--- src/rtl/controller.sv ---
// controller: eight-phase instruction sequencer for the RISC CPU.
// Each instruction takes eight clock cycles. The outputs drive the datapath
// register load enables, the memory strobes and the address-bus source select.
// All outputs are decoded combinationally from the phase register and the
// opcode. The current phase is exported on state_dbg so that checkers can
// bind to it.

package typedefs;
    // Instruction opcodes (upper bits of the instruction register)
    typedef enum logic [2:0] {
        OP_HLT = 3'd0,
        OP_SKZ = 3'd1,
        OP_ADD = 3'd2,
        OP_AND = 3'd3,
        OP_XOR = 3'd4,
        OP_LDA = 3'd5,
        OP_STO = 3'd6,
        OP_JMP = 3'd7
    } opcode_t;
endpackage

module controller #(
    parameter int OPCODE_W = $bits(typedefs::opcode_t)
) (
    input  logic                clock,
    input  logic                aresetn,
    input  logic [OPCODE_W-1:0] opcode,
    input  logic                zero,
    output logic                sel,
    output logic                mem_rd,
    output logic                mem_wr,
    output logic                load_ir,
    output logic                load_ac,
    output logic                load_pc,
    output logic                inc_pc,
    output logic                halt,
    output logic [2:0]          state_dbg
);

    // Phase encoding follows execution order, so state_dbg reads 0..7 as an
    // instruction progresses.
    typedef enum logic [2:0] {
        INST_ADDR  = 3'd0,
        INST_FETCH = 3'd1,
        INST_LOAD  = 3'd2,
        IDLE       = 3'd3,
        OP_ADDR    = 3'd4,
        OP_FETCH   = 3'd5,
        ALU_OP     = 3'd6,
        STORE      = 3'd7
    } state_t;

    localparam logic [OPCODE_W-1:0] HLT = OPCODE_W'(typedefs::OP_HLT);
    localparam logic [OPCODE_W-1:0] SKZ = OPCODE_W'(typedefs::OP_SKZ);
    localparam logic [OPCODE_W-1:0] ADD = OPCODE_W'(typedefs::OP_ADD);
    localparam logic [OPCODE_W-1:0] AND = OPCODE_W'(typedefs::OP_AND);
    localparam logic [OPCODE_W-1:0] XOR = OPCODE_W'(typedefs::OP_XOR);
    localparam logic [OPCODE_W-1:0] LDA = OPCODE_W'(typedefs::OP_LDA);
    localparam logic [OPCODE_W-1:0] STO = OPCODE_W'(typedefs::OP_STO);
    localparam logic [OPCODE_W-1:0] JMP = OPCODE_W'(typedefs::OP_JMP);

    state_t state;
    state_t state_next;
    logic   halted;
    logic   halted_next;

    logic   is_hlt;
    logic   is_skz;
    logic   is_sto;
    logic   is_jmp;
    logic   aluop;

    // Opcode class decode shared by the output logic
    always_comb begin
        is_hlt = (opcode == HLT);
        is_skz = (opcode == SKZ);
        is_sto = (opcode == STO);
        is_jmp = (opcode == JMP);
        aluop  = (opcode == ADD) || (opcode == AND) ||
                 (opcode == XOR) || (opcode == LDA);
    end

    // Phase register and sticky halt flag. Both are cleared asynchronously,
    // and reset lands in INST_ADDR, so the reset outputs are sel=1 and
    // everything else 0.
    always_ff @(posedge clock or negedge aresetn) begin
        if (!aresetn) begin
            state  <= INST_ADDR;
            halted <= 1'b0;
        end else begin
            state  <= state_next;
            halted <= halted_next;
        end
    end

    // Next phase and output decode. Defaults are set first, so an unlisted
    // output is 0 and an unknown encoding returns to INST_ADDR.
    always_comb begin
        state_next  = INST_ADDR;
        halted_next = halted;
        sel         = 1'b0;
        mem_rd      = 1'b0;
        mem_wr      = 1'b0;
        load_ir     = 1'b0;
        load_ac     = 1'b0;
        load_pc     = 1'b0;
        inc_pc      = 1'b0;
        halt        = 1'b0;

        case (state)
            INST_ADDR: begin
                sel        = 1'b1;
                state_next = INST_FETCH;
            end
            INST_FETCH: begin
                sel        = 1'b1;
                mem_rd     = 1'b1;
                state_next = INST_LOAD;
            end
            INST_LOAD: begin
                sel        = 1'b1;
                mem_rd     = 1'b1;
                load_ir    = 1'b1;
                state_next = IDLE;
            end
            IDLE: begin
                // The IR is loaded a second time with the same value.
                sel        = 1'b1;
                mem_rd     = 1'b1;
                load_ir    = 1'b1;
                state_next = OP_ADDR;
            end
            OP_ADDR: begin
                // A HLT instruction parks the sequencer here. The PC advances
                // once, on the first cycle. After that the sticky flag
                // suppresses the increment until reset.
                inc_pc = !halted;
                halt   = is_hlt || halted;
                if (is_hlt || halted) begin
                    state_next  = OP_ADDR;
                    halted_next = 1'b1;
                end else begin
                    state_next  = OP_FETCH;
                end
            end
            OP_FETCH: begin
                mem_rd     = aluop;
                state_next = ALU_OP;
            end
            ALU_OP: begin
                // zero is used only in this phase, to skip the next instruction.
                mem_rd     = aluop;
                load_ac    = aluop;
                inc_pc     = is_skz && zero;
                load_pc    = is_jmp;
                state_next = STORE;
            end
            STORE: begin
                // For JMP, load_pc overrides inc_pc inside the PC.
                mem_rd     = aluop;
                load_ac    = aluop;
                inc_pc     = is_jmp;
                load_pc    = is_jmp;
                mem_wr     = is_sto;
                state_next = INST_ADDR;
            end
            default: begin
                state_next = INST_ADDR;
            end
        endcase
    end

    // Phase exported for observation
    always_comb begin
        state_dbg = state;
    end

    // Memory write never coincides with a memory read
    a_wr_rd_exclusive: assert property (@(posedge clock) disable iff (!aresetn)
        !(mem_wr && mem_rd));

    // Jump load and accumulator load never coincide
    a_pc_ac_exclusive: assert property (@(posedge clock) disable iff (!aresetn)
        !(load_pc && load_ac));

endmodule

--- config.mk ---
export PLATFORM = sky130hd
export DESIGN_NAME = controller
export DESIGN_NICKNAME = d
export VERILOG_FILES = /design/src/rtl/controller.sv
export SDC_FILE = /design/constraint.sdc
export NUM_CORES = 1
export LEC_CHECK = 0
export ABC_AREA = 1
export CAP_MARGIN = 15
export CELL_PAD_IN_SITES_DETAIL_PLACEMENT = 1
export CELL_PAD_IN_SITES_GLOBAL_PLACEMENT = 2
export CORE_AREA = 2 2 42 52
export CTS_CLUSTER_SIZE = 30
export DETAILED_ROUTE_END_ITERATION = 7
export DIE_AREA = 0 0 44 54
export GPL_ROUTABILITY_DRIVEN = 0
export PLACE_DENSITY_LB_ADDON = 0.1
export RECOVER_POWER = 50
export SLEW_MARGIN = 15
export SYNTH_ARGS = -nofsm -noshare
export SYNTH_HDL_FRONTEND = slang
export SYNTH_SLANG_ARGS = --single-unit
--- constraint.sdc ---
create_clock -name clock -period 1.55 [get_ports clock]
set_clock_uncertainty 0.2 [all_clocks]
set_input_delay 0.31 -clock clock [delete_from_list [all_inputs] [get_ports clock]]
set_output_delay 0.31 -clock clock [all_outputs]
set_load 0.005 [all_outputs]
==> reports/qor.txt <==
Synth warn: 0
Final setup fails: 8
Top Ports: 17
Mux contribution to synthesized area: 0%
Met1 Routed Length: 505 µm
Critical path required time: 1.04 ns
Layout cell share with drive strength beyond 1: 69.6%
Root Driver: clkbuf_4
Highest Signal Layer: met4
Ant diodes: 0
TritonCTS clock tree: done
DIE HEIGHT: 54 µm
Placed wire-length estimate: 768 µm
Synthesized area: 269 µm²
Period minus WS final: 1.72 ns
Antenna Violating Nets Remaining: 0
Total power: 0.265 mW
Slew @ Worst Pin: 0.183 ns
Top cells by area in the synthesized netlist: dfrtp_1 (37%), nand2_1 (18%), nor2_1 (14%)
Met2 wire length: 861 µm
Fmax: 0.581 GHz
Clk_lat worst skew: 0.24 ns
Total track usage: 12.0%
Compound-gate portion of the synthesized area: 7.44%
Row count: 18
Share of the clock period used by the worst path after layout: 111%
Area delta synth->final: 200%
Critical path class: register to output port
Cells after Synth: 45
DR iter-0 viols: 0
Largest net degree at the start of global routing: 7
TritonCTS Buffers: 3
DIE WIDTH: 44 µm
Yosys reg bits: 4
Drt first pass iters: 1
Setup ws final: -0.170 ns
Unrepaired setup endpoints after global routing: yes
Slew Limit Headroom: 87.7%
CTS Buffer Depth: 2
Vias in the first global route: 481
CTS H-tree lvls: 1
Antenna violations before repair: 0
Sequential area share after synthesis: 37.2%
Worst-path clk slew: 0.04 ns
Adder and majority gate portion of the synthesized area: 0%
Fin. Hold Viols: 0
Max-cap viol count: 0
Setup TNS: -0.881 ns
DR WL met3: 106 µm
Via density per instance: 4.19
Drt total wl: 1510 µm
Crit path max fanout: 3
Post-Synth Simple-Gate Area: 44.2%
Cell Pwr Density: 329 nW/µm²
Routed WL per cell: 13.5 µm
Largest vdd supply drop: 0.316 mV
Die footprint: 2380 µm²
Dominant cell type by area after synthesis: dfrtp_1
Worst Path Arrival: 1.21 ns
Syn nets: 51
Largest family of logic cells by synthesized area: simple AND/OR/NAND/NOR gates
Violated checks: setup timing
HP Class: primary input to asynchronous set/reset pin
Overflow after GRT: 0
Crit end category: output port
Initial Utilization: 13.9%
Most frequent cells in the layout: buf_6 (19), buf_4 (13), inv_1 (7), nand2_1 (7), buf_2 (7)
Mean cell area of the mapped netlist: 5.98 µm²
Synth Area in XOR/XNOR: 0%
Final net count: 100
Routed vias: 469
Global-route wire length before repair: 2020 µm
Leading cell type in the layout, fill and taps excluded: buf_6
Core Area: 1940 µm²
Slew Limit Fails: 0
Critical Path Source Type: register
Final routed DRC violation total: 0
Num Clock Sinks: 4
I/O Buffers: 16
Static leakage: 0.436 nW
Yosys cell types: 11
Status: complete, but fails checks
Share of the synthesized area in the top cell type: 37.2%
-- stage by stage --
step                hold slack, ns  cell area (µm²)  util [%]  instances  worst slack (ns)
global placement             0.327              529      27.3         91            -0.651
global route                 0.152              806      41.6        112            -0.262
detailed placement           0.327              529      27.3         91            -0.637
finish                       0.142              806      41.6        112            -0.170
floorplan                   -0.186              269         -         45             0.261
CTS                         0.0686              702      36.2        109            -0.199
-- synth_stat cells --
cell type  number
dfrtp_1         4
o21ai_0         1
nor2_1         10
a21oi_1         3
nor3_1          2
inv_2           1
nand2_1        13
nor2_2          1
nand2_2         1
inv_1           7
nand3_1         2
-- power by group --
part | switching (mW) | total [mW] | internal (mW)
Sequential | 0 | 0.105 | 0.105
Clock | 0.0439 | 0.131 | 0.0867
Combinational | 0.0166 | 0.0295 | 0.0130
-- layout make-up --
| type | instances | area [µm²] |
|---|---|---|
| timing repair buffer | 44 | 390 |
| inverter | 8 | 30.0 |
| multi-input combinational | 33 | 235 |
| fill | 243 | 1130 |
| tap | 20 | 25.0 |
| sequential | 4 | 103 |
| clock buffer | 3 | 22.5 |
-- critical path, stage by stage, from the launching register on --
cell	delay, ns
dfrtp_1	0.42
inv_2	0.07
buf_6	0.13
nor2_4	0.10
nand2_1	0.06
nor2_1	0.08
buf_2	0.12
-- routing by layer --
| layer | track usage (%) | vias to the layer above |
|---|---|---|
| met5 | 0 | - |
| met4 | 10.6 | 0 |
| met3 | 2.35 | 4 |
| met2 | 20.1 | 19 |
| met1 | 12.7 | 216 |
| li1 | - | 230 |
-- repair_timing --
item                                    in CTS  in global routing
pin swaps                                   10                  9
buffers inserted                            15                  9
gates resized for setup                     62                 34
endpoints found under the hold margin        0                  0
endpoints found under the setup margin      11                 11
hold buffers                                 0                  0
-- logic make-up after synthesis --
group	count (synthesis)
buffers and inverters	8
AO/OA/AOI/OAI	4
AND/OR/NAND/NOR	29
flip-flops	4
-- registers in the layout (all words and copies together) (netlist names) --
register,count
halted,1
state_dbg,3
-- path summary, 6_finish.rpt --
check / from / to / slack, ns / depth (start not counted)
min: aresetn / state_dbg[2] / 0.14 / 1
min reg2reg: halted / halted / 0.42 / 3
max reg2reg: state_dbg[1] / state_dbg[2] / 0.25 / 6
max: state_dbg[2] / mem_wr / -0.17 / 6
max in group asynchronous: aresetn / state_dbg[0] / 0.83 / 1
min in group clock: opcode[2] / state_dbg[0] / 0.36 / 6
(Power assumes the default switching activity.)
